## config.mk

```make
export PLATFORM = sky130hd
export DESIGN_NAME = aludec_hs
export DESIGN_NICKNAME = d
export VERILOG_FILES = /design/src/rtl/aludec_hs_pkg.sv /design/src/rtl/aludec_hs_hilo_scoreboard.sv /design/src/rtl/aludec_hs.sv
export SDC_FILE = /design/constraint.sdc
export NUM_CORES = 1
export LEC_CHECK = 0
export ABC_AREA = 1
export BUFFER_PORTS_ARGS = -buffer_cell sky130_fd_sc_hd__buf_2
export CORE_ASPECT_RATIO = 1.2
export CORE_MARGIN = 5
export CORE_UTILIZATION = 35
export DETAILED_ROUTE_END_ITERATION = 8
export SLEW_MARGIN = 20
export SYNTH_ARGS = -nofsm -noshare
export SYNTH_HDL_FRONTEND = slang
export SYNTH_SLANG_ARGS = --single-unit
```

## constraint.sdc

```tcl
create_clock -name clk -period 1.5 [get_ports clk]
set_input_delay 0.075 -clock clk [delete_from_list [all_inputs] [get_ports clk]]
set_output_delay 0.075 -clock clk [all_outputs]
set_load 0.02 [all_outputs]
```

## src/rtl/aludec_hs_pkg.sv

```systemverilog
// Shared MIPS decode constants for the aludec_hs stage.
// - Opcodes: primary op field values.
// - Funct codes: R-type funct field values.
// - REGIMM rt and COP0 rs field codes.
// - Internal aluop codes (EXE_*_OP). They are 8 bits wide and are
//   zero-extended to OP_W by the top module.
// - hilo_kind_e: how an instruction uses HI/LO, tracked in the E register.
package aludec_hs_pkg;

  typedef logic [7:0] alu_op_t;

  // Primary opcodes
  localparam logic [5:0] EXE_SPECIAL = 6'b000000;
  localparam logic [5:0] EXE_REGIMM  = 6'b000001;
  localparam logic [5:0] EXE_J       = 6'b000010;
  localparam logic [5:0] EXE_JAL     = 6'b000011;
  localparam logic [5:0] EXE_BEQ     = 6'b000100;
  localparam logic [5:0] EXE_BNE     = 6'b000101;
  localparam logic [5:0] EXE_BLEZ    = 6'b000110;
  localparam logic [5:0] EXE_BGTZ    = 6'b000111;
  localparam logic [5:0] EXE_ADDI    = 6'b001000;
  localparam logic [5:0] EXE_ADDIU   = 6'b001001;
  localparam logic [5:0] EXE_SLTI    = 6'b001010;
  localparam logic [5:0] EXE_SLTIU   = 6'b001011;
  localparam logic [5:0] EXE_ANDI    = 6'b001100;
  localparam logic [5:0] EXE_ORI     = 6'b001101;
  localparam logic [5:0] EXE_XORI    = 6'b001110;
  localparam logic [5:0] EXE_LUI     = 6'b001111;
  localparam logic [5:0] EXE_COP0    = 6'b010000;
  localparam logic [5:0] EXE_LB      = 6'b100000;
  localparam logic [5:0] EXE_LH      = 6'b100001;
  localparam logic [5:0] EXE_LW      = 6'b100011;
  localparam logic [5:0] EXE_LBU     = 6'b100100;
  localparam logic [5:0] EXE_LHU     = 6'b100101;
  localparam logic [5:0] EXE_SB      = 6'b101000;
  localparam logic [5:0] EXE_SH      = 6'b101001;
  localparam logic [5:0] EXE_SW      = 6'b101011;

  // R-type funct codes
  localparam logic [5:0] EXE_SLL     = 6'b000000;
  localparam logic [5:0] EXE_SRL     = 6'b000010;
  localparam logic [5:0] EXE_SRA     = 6'b000011;
  localparam logic [5:0] EXE_SLLV    = 6'b000100;
  localparam logic [5:0] EXE_SRLV    = 6'b000110;
  localparam logic [5:0] EXE_SRAV    = 6'b000111;
  localparam logic [5:0] EXE_JR      = 6'b001000;
  localparam logic [5:0] EXE_JALR    = 6'b001001;
  localparam logic [5:0] EXE_SYSCALL = 6'b001100;
  localparam logic [5:0] EXE_BREAK   = 6'b001101;
  localparam logic [5:0] EXE_MFHI    = 6'b010000;
  localparam logic [5:0] EXE_MTHI    = 6'b010001;
  localparam logic [5:0] EXE_MFLO    = 6'b010010;
  localparam logic [5:0] EXE_MTLO    = 6'b010011;
  localparam logic [5:0] EXE_MULT    = 6'b011000;
  localparam logic [5:0] EXE_MULTU   = 6'b011001;
  localparam logic [5:0] EXE_DIV     = 6'b011010;
  localparam logic [5:0] EXE_DIVU    = 6'b011011;
  localparam logic [5:0] EXE_ADD     = 6'b100000;
  localparam logic [5:0] EXE_ADDU    = 6'b100001;
  localparam logic [5:0] EXE_SUB     = 6'b100010;
  localparam logic [5:0] EXE_SUBU    = 6'b100011;
  localparam logic [5:0] EXE_AND     = 6'b100100;
  localparam logic [5:0] EXE_OR      = 6'b100101;
  localparam logic [5:0] EXE_XOR     = 6'b100110;
  localparam logic [5:0] EXE_NOR     = 6'b100111;
  localparam logic [5:0] EXE_SLT     = 6'b101010;
  localparam logic [5:0] EXE_SLTU    = 6'b101011;
  localparam logic [5:0] EXE_ERET    = 6'b011000;  // funct under COP0 CO

  // REGIMM rt and COP0 rs field codes
  localparam logic [4:0] EXE_BLTZ    = 5'b00000;
  localparam logic [4:0] EXE_BGEZ    = 5'b00001;
  localparam logic [4:0] EXE_BLTZAL  = 5'b10000;
  localparam logic [4:0] EXE_BGEZAL  = 5'b10001;
  localparam logic [4:0] EXE_COP0_MF = 5'b00000;
  localparam logic [4:0] EXE_COP0_MT = 5'b00100;
  localparam logic [4:0] EXE_COP0_CO = 5'b10000;

  // aluop codes
  localparam alu_op_t EXE_NOP_OP     = 8'h00;
  localparam alu_op_t EXE_SRL_OP     = 8'h02;
  localparam alu_op_t EXE_SRA_OP     = 8'h03;
  localparam alu_op_t EXE_SLLV_OP    = 8'h04;
  localparam alu_op_t EXE_SRLV_OP    = 8'h06;
  localparam alu_op_t EXE_SRAV_OP    = 8'h07;
  localparam alu_op_t EXE_BREAK_OP   = 8'h0B;
  localparam alu_op_t EXE_SYSCALL_OP = 8'h0C;
  localparam alu_op_t EXE_MFHI_OP    = 8'h10;
  localparam alu_op_t EXE_MTHI_OP    = 8'h11;
  localparam alu_op_t EXE_MFLO_OP    = 8'h12;
  localparam alu_op_t EXE_MTLO_OP    = 8'h13;
  localparam alu_op_t EXE_MULT_OP    = 8'h18;
  localparam alu_op_t EXE_MULTU_OP   = 8'h19;
  localparam alu_op_t EXE_DIV_OP     = 8'h1A;
  localparam alu_op_t EXE_DIVU_OP    = 8'h1B;
  localparam alu_op_t EXE_ADD_OP     = 8'h20;
  localparam alu_op_t EXE_ADDU_OP    = 8'h21;
  localparam alu_op_t EXE_SUB_OP     = 8'h22;
  localparam alu_op_t EXE_SUBU_OP    = 8'h23;
  localparam alu_op_t EXE_AND_OP     = 8'h24;
  localparam alu_op_t EXE_OR_OP      = 8'h25;
  localparam alu_op_t EXE_XOR_OP     = 8'h26;
  localparam alu_op_t EXE_NOR_OP     = 8'h27;
  localparam alu_op_t EXE_SLT_OP     = 8'h2A;
  localparam alu_op_t EXE_SLTU_OP    = 8'h2B;
  localparam alu_op_t EXE_ADDI_OP    = 8'h55;
  localparam alu_op_t EXE_ADDIU_OP   = 8'h56;
  localparam alu_op_t EXE_SLTI_OP    = 8'h57;
  localparam alu_op_t EXE_SLTIU_OP   = 8'h58;
  localparam alu_op_t EXE_ANDI_OP    = 8'h59;
  localparam alu_op_t EXE_ORI_OP     = 8'h5A;
  localparam alu_op_t EXE_XORI_OP    = 8'h5B;
  localparam alu_op_t EXE_LUI_OP     = 8'h5C;
  localparam alu_op_t EXE_MFC0_OP    = 8'h5D;
  localparam alu_op_t EXE_MTC0_OP    = 8'h60;
  localparam alu_op_t EXE_ERET_OP    = 8'h6B;
  localparam alu_op_t EXE_SLL_OP     = 8'h7C;
  localparam alu_op_t EXE_LB_OP      = 8'hE0;
  localparam alu_op_t EXE_LH_OP      = 8'hE1;
  localparam alu_op_t EXE_LW_OP      = 8'hE3;
  localparam alu_op_t EXE_LBU_OP     = 8'hE4;
  localparam alu_op_t EXE_LHU_OP     = 8'hE5;
  localparam alu_op_t EXE_SB_OP      = 8'hE8;
  localparam alu_op_t EXE_SH_OP      = 8'hE9;
  localparam alu_op_t EXE_SW_OP      = 8'hEB;

  // HI/LO usage. Anything other than HlNone writes HI/LO.
  typedef enum logic [1:0] {
    HlNone,  // no HI/LO write (includes MFHI/MFLO)
    HlMul,   // MULT/MULTU
    HlDiv,   // DIV/DIVU
    HlMove   // MTHI/MTLO
  } hilo_kind_e;

endpackage

```

## src/rtl/aludec_hs_hilo_scoreboard.sv

```systemverilog
// HI/LO scoreboard for aludec_hs.
// busy_cnt is loaded with the unit latency when a multiply or divide issues
// from E, and counts down to zero otherwise. A load takes priority over the
// decrement.
// Ports:
//   clk, rst             clock, async active-low reset
//   issue_mul_i          MULT/MULTU leaves E this cycle
//   issue_div_i          DIV/DIVU leaves E this cycle
//   e_holds_writer_i     E register holds a valid HI/LO writer
//   busy_o               HI/LO unavailable (count running or writer in E)
module aludec_hs_hilo_scoreboard #(
  parameter int unsigned MUL_LAT = 1,
  parameter int unsigned DIV_LAT = 32
) (
  input  logic clk,
  input  logic rst,
  input  logic issue_mul_i,
  input  logic issue_div_i,
  input  logic e_holds_writer_i,
  output logic busy_o
);

  localparam int unsigned MaxLat = (MUL_LAT > DIV_LAT) ? MUL_LAT : DIV_LAT;
  localparam int unsigned CntW   = $clog2(MaxLat + 1);

  logic [CntW-1:0] busy_cnt_q, busy_cnt_d;

  always_comb begin
    busy_cnt_d = busy_cnt_q;
    if (issue_div_i) begin
      busy_cnt_d = CntW'(DIV_LAT);
    end else if (issue_mul_i) begin
      busy_cnt_d = CntW'(MUL_LAT);
    end else if (busy_cnt_q != '0) begin
      busy_cnt_d = busy_cnt_q - CntW'(1);
    end
  end

  // Flush never reaches here: an issued divide runs to completion.
  always_ff @(posedge clk or negedge rst) begin
    if (!rst) begin
      busy_cnt_q <= '0;
    end else begin
      busy_cnt_q <= busy_cnt_d;
    end
  end

  assign busy_o = (busy_cnt_q != '0) | e_holds_writer_i;

endmodule

```

## src/rtl/aludec_hs.sv

```systemverilog
// ALU-operation decode stage with a valid/ready handshake into Execute.
// Decodes op/funct/rs/rt into an aluop plus a reserved-instruction flag and
// registers both into the D->E register. HI/LO-class instructions are held
// in Decode while HI/LO is busy.
// Ports:
//   clk, rst               clock, async active-low reset
//   flush_i                squash the E register content
//   d_valid_i, d_ready_o   Decode-side handshake
//   op_i/funct_i/rs_i/rt_i instruction fields
//   e_valid_o, e_ready_i   Execute-side handshake
//   aluop_o, ri_o          registered aluop and reserved-instruction flag
//   hilo_busy_o            HI/LO unavailable
module aludec_hs
  import aludec_hs_pkg::*;
#(
  parameter int unsigned OP_W      = 8,
  parameter int unsigned MUL_LAT   = 1,
  parameter int unsigned DIV_LAT   = 32,
  parameter bit          EN_MULDIV = 1'b1
) (
  input  logic            clk,
  input  logic            rst,
  input  logic            flush_i,
  input  logic            d_valid_i,
  output logic            d_ready_o,
  input  logic [5:0]      op_i,
  input  logic [5:0]      funct_i,
  input  logic [4:0]      rs_i,
  input  logic [4:0]      rt_i,
  output logic            e_valid_o,
  input  logic            e_ready_i,
  output logic [OP_W-1:0] aluop_o,
  output logic            ri_o,
  output logic            hilo_busy_o
);

  alu_op_t    dec_aluop;
  logic       dec_ri;
  logic       dec_hilo;
  hilo_kind_e dec_kind;

  always_comb begin
    dec_aluop = EXE_NOP_OP;
    dec_ri    = 1'b0;
    dec_hilo  = 1'b0;
    dec_kind  = HlNone;
    unique case (op_i)
      EXE_SPECIAL: begin
        unique case (funct_i)
          EXE_SLL:     dec_aluop = EXE_SLL_OP;
          EXE_SRL:     dec_aluop = EXE_SRL_OP;
          EXE_SRA:     dec_aluop = EXE_SRA_OP;
          EXE_SLLV:    dec_aluop = EXE_SLLV_OP;
          EXE_SRLV:    dec_aluop = EXE_SRLV_OP;
          EXE_SRAV:    dec_aluop = EXE_SRAV_OP;
          EXE_JR, EXE_JALR: dec_aluop = EXE_NOP_OP;
          EXE_SYSCALL: dec_aluop = EXE_SYSCALL_OP;
          EXE_BREAK:   dec_aluop = EXE_BREAK_OP;
          EXE_MFHI:  begin dec_aluop = EXE_MFHI_OP;  dec_hilo = 1'b1; end
          EXE_MFLO:  begin dec_aluop = EXE_MFLO_OP;  dec_hilo = 1'b1; end
          EXE_MTHI:  begin dec_aluop = EXE_MTHI_OP;  dec_hilo = 1'b1; dec_kind = HlMove; end
          EXE_MTLO:  begin dec_aluop = EXE_MTLO_OP;  dec_hilo = 1'b1; dec_kind = HlMove; end
          EXE_MULT:  begin dec_aluop = EXE_MULT_OP;  dec_hilo = 1'b1; dec_kind = HlMul;  end
          EXE_MULTU: begin dec_aluop = EXE_MULTU_OP; dec_hilo = 1'b1; dec_kind = HlMul;  end
          EXE_DIV:   begin dec_aluop = EXE_DIV_OP;   dec_hilo = 1'b1; dec_kind = HlDiv;  end
          EXE_DIVU:  begin dec_aluop = EXE_DIVU_OP;  dec_hilo = 1'b1; dec_kind = HlDiv;  end
          EXE_ADD:     dec_aluop = EXE_ADD_OP;
          EXE_ADDU:    dec_aluop = EXE_ADDU_OP;
          EXE_SUB:     dec_aluop = EXE_SUB_OP;
          EXE_SUBU:    dec_aluop = EXE_SUBU_OP;
          EXE_AND:     dec_aluop = EXE_AND_OP;
          EXE_OR:      dec_aluop = EXE_OR_OP;
          EXE_XOR:     dec_aluop = EXE_XOR_OP;
          EXE_NOR:     dec_aluop = EXE_NOR_OP;
          EXE_SLT:     dec_aluop = EXE_SLT_OP;
          EXE_SLTU:    dec_aluop = EXE_SLTU_OP;
          default:     dec_ri    = 1'b1;
        endcase
      end
      EXE_REGIMM: begin
        unique case (rt_i)
          EXE_BLTZ, EXE_BGEZ, EXE_BLTZAL, EXE_BGEZAL: dec_aluop = EXE_NOP_OP;
          default: dec_ri = 1'b1;
        endcase
      end
      EXE_J, EXE_JAL, EXE_BEQ, EXE_BNE, EXE_BLEZ, EXE_BGTZ: dec_aluop = EXE_NOP_OP;
      EXE_ADDI:  dec_aluop = EXE_ADDI_OP;
      EXE_ADDIU: dec_aluop = EXE_ADDIU_OP;
      EXE_SLTI:  dec_aluop = EXE_SLTI_OP;
      EXE_SLTIU: dec_aluop = EXE_SLTIU_OP;
      EXE_ANDI:  dec_aluop = EXE_ANDI_OP;
      EXE_ORI:   dec_aluop = EXE_ORI_OP;
      EXE_XORI:  dec_aluop = EXE_XORI_OP;
      EXE_LUI:   dec_aluop = EXE_LUI_OP;
      EXE_LB:    dec_aluop = EXE_LB_OP;
      EXE_LH:    dec_aluop = EXE_LH_OP;
      EXE_LW:    dec_aluop = EXE_LW_OP;
      EXE_LBU:   dec_aluop = EXE_LBU_OP;
      EXE_LHU:   dec_aluop = EXE_LHU_OP;
      EXE_SB:    dec_aluop = EXE_SB_OP;
      EXE_SH:    dec_aluop = EXE_SH_OP;
      EXE_SW:    dec_aluop = EXE_SW_OP;
      EXE_COP0: begin
        if (rs_i == EXE_COP0_MF) begin
          dec_aluop = EXE_MFC0_OP;
        end else if (rs_i == EXE_COP0_MT) begin
          dec_aluop = EXE_MTC0_OP;
        end else if (rs_i == EXE_COP0_CO && funct_i == EXE_ERET) begin
          dec_aluop = EXE_ERET_OP;
        end else begin
          dec_ri = 1'b1;
        end
      end
      default: dec_ri = 1'b1;
    endcase

    // Without a mul/div unit the whole HI/LO class is reserved and never
    // touches the scoreboard.
    if (!EN_MULDIV && dec_hilo) begin
      dec_aluop = EXE_NOP_OP;
      dec_ri    = 1'b1;
      dec_hilo  = 1'b0;
      dec_kind  = HlNone;
    end
  end

  // E register
  logic            e_valid_q, e_valid_d;
  logic [OP_W-1:0] aluop_q, aluop_d;
  logic            ri_q, ri_d;
  hilo_kind_e      e_kind_q, e_kind_d;

  logic sb_busy, hazard, accept, issue;

  // sb_busy already covers both "count running" and "writer in E".
  assign hazard    = dec_hilo & sb_busy;
  assign d_ready_o = (~e_valid_q | e_ready_i) & ~(d_valid_i & hazard);
  assign accept    = d_valid_i & d_ready_o;
  assign issue     = e_valid_q & e_ready_i & ~flush_i;

  always_comb begin
    e_valid_d = e_valid_q;
    aluop_d   = aluop_q;
    ri_d      = ri_q;
    e_kind_d  = e_kind_q;
    if (flush_i) begin
      e_valid_d = 1'b0;
      aluop_d   = '0;
      ri_d      = 1'b0;
      e_kind_d  = HlNone;
    end else if (accept) begin
      e_valid_d = 1'b1;
      aluop_d   = OP_W'(dec_aluop);
      ri_d      = dec_ri;
      e_kind_d  = dec_kind;
    end else if (issue) begin
      e_valid_d = 1'b0;
      aluop_d   = '0;
      ri_d      = 1'b0;
      e_kind_d  = HlNone;
    end
  end

  always_ff @(posedge clk or negedge rst) begin
    if (!rst) begin
      e_valid_q <= 1'b0;
      aluop_q   <= '0;
      ri_q      <= 1'b0;
      e_kind_q  <= HlNone;
    end else begin
      e_valid_q <= e_valid_d;
      aluop_q   <= aluop_d;
      ri_q      <= ri_d;
      e_kind_q  <= e_kind_d;
    end
  end

  aludec_hs_hilo_scoreboard #(
    .MUL_LAT(MUL_LAT),
    .DIV_LAT(DIV_LAT)
  ) u_hilo_scoreboard (
    .clk             (clk),
    .rst             (rst),
    .issue_mul_i     (issue & (e_kind_q == HlMul)),
    .issue_div_i     (issue & (e_kind_q == HlDiv)),
    .e_holds_writer_i(e_valid_q & (e_kind_q != HlNone)),
    .busy_o          (sb_busy)
  );

  assign e_valid_o   = e_valid_q;
  assign aluop_o     = aluop_q;
  assign ri_o        = ri_q;
  assign hilo_busy_o = sb_busy;

endmodule

```

* Yosys cells after proc, flatten, opt, wreduce, memory -nomap -nowiden
Index checks and enable logic that the tools add are counted. Widths: inputs -> output; s select.
Operators by class: muxes and demuxes 29, bitwise operators 14, equal/unequal tests 58, reductions and logical operators 16, add/sub/neg operators 1
Operators with widths (count):
- $pmux 7 s26 | 1
- $pmux 8 s18 | 1
- $eq 6x6->1 const B | 18
- $eq 6x4->1 const B | 12
- $eq 6x5->1 const B | 9
- $eq 6x3->1 const B | 7
- $reduce_or 28->1 | 1
- $eq 6x2->1 const B | 4
- $mux 8 | 3
- $reduce_or 22->1 | 1
- $mux 7 | 3
- $mux 6 | 3
- $eq 5x5->1 const B | 3
- $logic_not 6->1 | 2
- $mux 1 | 12
- $logic_not 5->1 | 2
- $and 1x1->1 | 9
- $mux 2 | 4
- $reduce_or 8->1 | 1
- $eq 6x1->1 const B | 1
- $pmux 2 s3 | 1
- $reduce_bool 3->1 | 2
- $reduce_bool 6->1 | 1
- $reduce_or 2->1 | 3
- 11 further kinds | 14
Word-level totals: word-level logic and storage cells 123, output and inout bits 12, bits in registers 18, bits of input ports 27

* Logic depth before layout (Yosys ltp)
word-level depth 11, gate-level depth with buffers 11, depth with buffers taken out 11

* Cells and area by module
A second synthesis with hierarchy kept.
Second synthesis, totals: cells, all modules 323, area, all modules 1959.4 um^2
Modules (own cells, without submodules):
- aludec_hs | cells each 276, times used 1, seq. area each 300.3 um^2, area each 1589.0 um^2
- aludec_hs_hilo_scoreboard | cells each 47, times used 1, seq. area each 150.1 um^2, area each 370.4 um^2

* Least setup slack after synthesis
Ideal clock, no wire load.
path type reg2reg, from register u_hilo_scoreboard.busy_cnt_q[0], to register aluop_q[0], in the netlist aluop_o[0], stages on the path, launching flop included 11, path slack -81 ps, buffers on the path 0, period minus slack after synthesis 1581 ps, required time 1435 ps, library setup time 65 ps, data arrival time 1516 ps, path through dfrtp_1 > inv_1 > ha_1 > nand2_1 > nor2_4 > nand3_2 > nand2_4 > nand4_4 > nor2_4 > nand2_1 > nand2_1
On the way: cells in the longest elaborated chain, start to end 9, elaborated cells on any way between the ends 10, those cells by class mux (2); bitwise (6); reduce/logical (2)
Ends and longest elaborated chain:
- start: declaration | line aludec_hs_hilo_scoreboard.sv:26 | logic [CntW-1:0] busy_cnt_q, busy_cnt_d;
- start signal: assignment | line aludec_hs_hilo_scoreboard.sv:44 | busy_cnt_q <= busy_cnt_d;
- $reduce_bool 6->1 (*) | line aludec_hs_hilo_scoreboard.sv:48 | assign busy_o = (busy_cnt_q != '0) | e_holds_writer_i;
- $or 1x1->1 (*) | line aludec_hs_hilo_scoreboard.sv:48
- net hilo_busy_o | line aludec_hs.sv:34 | output logic hilo_busy_o
- $and 1x1->1 (*) | line aludec_hs.sv:136 | assign hazard = dec_hilo & sb_busy;
- $and 1x1->1 (*) | line aludec_hs.sv:137 | assign d_ready_o = (~e_valid_q | e_ready_i) & ~(d_valid_i & hazard);
- $not 1->1 (*) | line aludec_hs.sv:137
- $and 1x1->1 (*) | line aludec_hs.sv:137
- $and 1x1->1 (*) | line aludec_hs.sv:138 | assign accept = d_valid_i & d_ready_o;
- $mux 8 | line aludec_hs.sv:151 | end else if (accept) begin
- $mux 8 | line aludec_hs.sv:146 | if (flush_i) begin
- end signal: assignment | line aludec_hs.sv:172 | aluop_q <= aluop_d;
- end: declaration | line aludec_hs.sv:129 | logic [OP_W-1:0] aluop_q, aluop_d;
Mark *: on every way through the listed nets, which the timed path passes. The rest lies on a longest branch. A chain may end at the register's enable or synchronous reset.

* Final worst setup path
from register u_hilo_scoreboard.busy_cnt_q[0], to register aluop_q[0], in the netlist aluop_o[0]
On the way: cells in the longest elaborated chain, start to end 9, elaborated cells on any way between the ends 10, those cells by class mux (2); bitwise (6); reduce/logical (2)
Ends and longest elaborated chain (line):
- $reduce_bool 6->1 (*) | aludec_hs_hilo_scoreboard.sv:48
- $or 1x1->1 (*) | aludec_hs_hilo_scoreboard.sv:48
- $and 1x1->1 (*) | aludec_hs.sv:136
- $and 1x1->1 (*) | aludec_hs.sv:137
- $not 1->1 (*) | aludec_hs.sv:137
- $and 1x1->1 (*) | aludec_hs.sv:137
- $and 1x1->1 (*) | aludec_hs.sv:138
- $mux 8 | aludec_hs.sv:151
- $mux 8 | aludec_hs.sv:146
Mark *: on every way between the ends. The rest lies on a longest branch, timed or not.

==> out/metrics.cfg <==
[detailed_routing]
vias = 2004
met3_length_microns = 169
highest_layer = met4
drc = 0
drt_pre_antenna_iters = 4
drt_iter0_markers = 79
dr_wl_met2_mm = 2.39
wire_per_inst_microns = 11.3
wl_met1_mm = 2.09
detail-route-antenna-nets = 0
avgViaCountPerCell = 4.83
drt_wl_total_mm = 4.69

[pwr]
share_comb_of_total_power = 0.444
internal_power_uw = 1190
sw_frac_of_total = 0.357
power_density_nw_per_um2 = 810
p_sw_uw = 662
clkPwrFrac = 0.211
peakVddDrop_mv = 0.321
leakagePower_uw = 0.00133
seq_power_share = 0.345

[critical_path]
cp_slowest_stage_delay_ps = 390
reg2reg_depth = 11
cp.arrival_ps = 1830
crit_slowest_cell = dfrtp_1
critical_path.top_delay_family = simple AND/OR/NAND/NOR gates
critPathCaptureType = flip-flop
path_class = flip-flop to flip-flop
crit_chain = inv_2, ha_4, nand2_4, nor2_4, nand3_4, buf_6, nand2_4, nand4_4, nor2_4, nand2_1, nand2_1
r2r_end = aluop_o[0]
critPathMaxFanout = 7
crit_required_ps = 1700
startpoint_type = flip-flop
rr_startpoint = u_hilo_scoreboard.busy_cnt_q[0]
regToRegSetupSlack_ps = -130
critPathBufInv = 2

[timing]
timing.final.crit_share = 1.09
timing.final.ws_setup_ps = -133
slew_headroom = 0.728
fin_crit_ps = 1630
maxSlewViolCount = 0
max_freq_mhz = 612
holdWs_ps = 78.2
setup_viol = 12
fin_skew_ps = 2.45
worst_pin_slew_ps = 407
hold_viol = 0
rsz0062_at_grt = true

[place]
gp_congestion = 0.906
dp_worst_setup_slack_ps = -42.8
place_hpwl_mm = 3.82
place.port_buffers = 36

[floorplanning]
rows = 28
start_util = 0.362
die_area_sq_um = 6640
coreArea_sq_um = 4940
fp.dieH_microns = 88.3
io_pins = 39
die_x_microns = 75.2

[clock_tree]
h-tree-depth = 1
tritoncts = built
cts_buffers = 3
clockBufferDepth = 2
cts.sinks = 18
root_buffer = clkbuf_8
clock_latency_ps = 250
clk_pin_slew_worst_paths_ps = 70

[worst_hold_path]
hold_end = e_valid_o
hold_depth = 2
hold_class = input port to flip-flop
holdCritStartpoint = flush_i

[yosys]
syn_nets = 329
avgSynthCellArea_sq_um = 5.94
synthDistinctLibCells = 33
ys_seq_elements = 18
seq_area_frac_synth = 0.252
syn_area_sq_um = 1790
netlist_instances = 301
ys_warn_count = 0

[run_status]
violations = setup timing
outcome = complete, but fails checks

[grt]
track_usage = 0.146
grt_pass1_wl_mm = 7.71
grt_max_degree = 19
grt_pass1_vias = 1854
grt_antenna_before_repair = 0
grt.overflow.total = 0

[finish]
final_common_cell = nand2_1
layout_common_cells = nand2_1 (90), nor2_1 (43), nand3_1 (40), inv_1 (36), buf_2 (34)
synthToLayoutAreaGrowth_pct = 28.1
drive_gt1_frac = 0.251
antenna_cells = 0
final_nets = 384

[run]
cap_violations = 0

cell families (layout without fill, tap and decap cells):
logic type | after synthesis | after routing | synth area share
buffers and inverters | 43 | 97 | 0.0980
adders and majority gates | 1 | 1 | 0.00700
AOI/OAI and AO/OA | 28 | 28 | 0.0875
and+or+nand+nor | 211 | 211 | 0.556
DFF | 18 | 18 | 0.252
layout make-up:
class                   count  area, sq um
fillers                   529         2650
multi-input cells         240         1220
flip-flops and latches     18          450
repair buffers             52          323
inverters                  41          161
well taps                  60         75.1
clock buffers               4         55.1
sequential cells by signal, indices dropped and copies added, names as in the netlist:
signal / cells
e_valid_o: 1
e_kind_q: 2
aluop_o: 8
ri_o: 1
u_hilo_scoreboard.busy_cnt_q: 6
power groups by stage:
| stage | Sequential (uW) | Combinational, uW | Clock [uW] |
|---|---|---|---|
| after global placement | 641 | 701 | 0 |
| after global routing | 649 | 925 | 423 |
| after CTS | 635 | 772 | 406 |
| after floorplan | 652 | 441 | 0 |
| after detailed placement | 643 | 712 | 0 |
| final | 641 | 823 | 392 |
repair_timing:
action	4_1_cts	5_1_grt
gates cloned	0	0
endpoints found under the setup margin	11	16
hold buffers	1	0
buffers inserted	4	2
pin swaps	5	6
hold endpoints to repair	18	0
resized for setup	5	10
worst max-delay path by stage:
| stage | slack [ps] | end | depth (start not counted) | start |
|---|---|---|---|---|
| floorplan | 0.3 | aluop_o[7] | 11 | u_hilo_scoreboard.busy_cnt_q[1] |
| global placement | -20 | aluop_o[0] | 10 | u_hilo_scoreboard.busy_cnt_q[1] |
| detailed placement | -40 | aluop_o[0] | 10 | u_hilo_scoreboard.busy_cnt_q[1] |
| global route | -260 | aluop_o[3] | 11 | u_hilo_scoreboard.busy_cnt_q[0] |
| CTS | -140 | d_ready_o | 8 | u_hilo_scoreboard.busy_cnt_q[0] |
| finish | -130 | aluop_o[0] | 11 | u_hilo_scoreboard.busy_cnt_q[0] |
metal layers:
layer  up-vias  track usage
met5         -            0
met4         0       0.0461
met3         4       0.0148
met2        36        0.265
met1       888        0.178
li1       1076            -
metrics by stage:
step           total power [uW]  area [sq um]  setup TNS [ps]  utilization  cells
6_report                   1860          2290           -1280        0.464    415
5_1_grt                    2000          2290           -2720        0.464    415
4_1_cts                    1810          2230            -940        0.451    413
3_5_place_dp               1350          2120            -251        0.429    404
3_3_place_gp               1340          2120           -81.0        0.429    404
2_1_floorplan              1090          1810               0            -    301
synth_stat cells:
| cell | count | area share |
|---|---|---|
| nand2_1 | 93 | 0.20 |
| nor2_1 | 44 | 0.092 |
| nand3_1 | 40 | 0.11 |
| inv_1 | 38 | 0.080 |
| dfrtp_1 | 18 | 0.25 |
| o21ai_0 | 11 | 0.031 |
| a21oi_1 | 9 | 0.025 |
| nor2_2 | 6 | 0.021 |
| nand4_1 | 5 | 0.017 |
| nor3_1 | 5 | 0.014 |
| nor2_4 | 4 | 0.025 |
| nand2_2 | 3 | 0.010 |
| inv_2 | 2 | 0.0042 |
| nand2_4 | 2 | 0.013 |
| nand3_2 | 2 | 0.011 |
| o22ai_1 | 2 | 0.0070 |
| a211oi_1 | 1 | 0.0042 |
| a31o_2 | 1 | 0.0049 |
| a31oi_1 | 1 | 0.0035 |
| and3_1 | 1 | 0.0035 |
| buf_2 | 1 | 0.0028 |
| buf_6 | 1 | 0.0063 |
| clkinv_4 | 1 | 0.0049 |
| ha_1 | 1 | 0.0070 |
| nand3_4 | 1 | 0.0098 |
| nand3b_1 | 1 | 0.0042 |
| nand4_4 | 1 | 0.012 |
| nor3b_1 | 1 | 0.0042 |
| nor3b_2 | 1 | 0.0070 |
| o21ai_1 | 1 | 0.0028 |
| o21ai_2 | 1 | 0.0049 |
| o21bai_1 | 1 | 0.0042 |
| or2_2 | 1 | 0.0035 |
No activity file was read; power rests on OpenSTA's default activity.
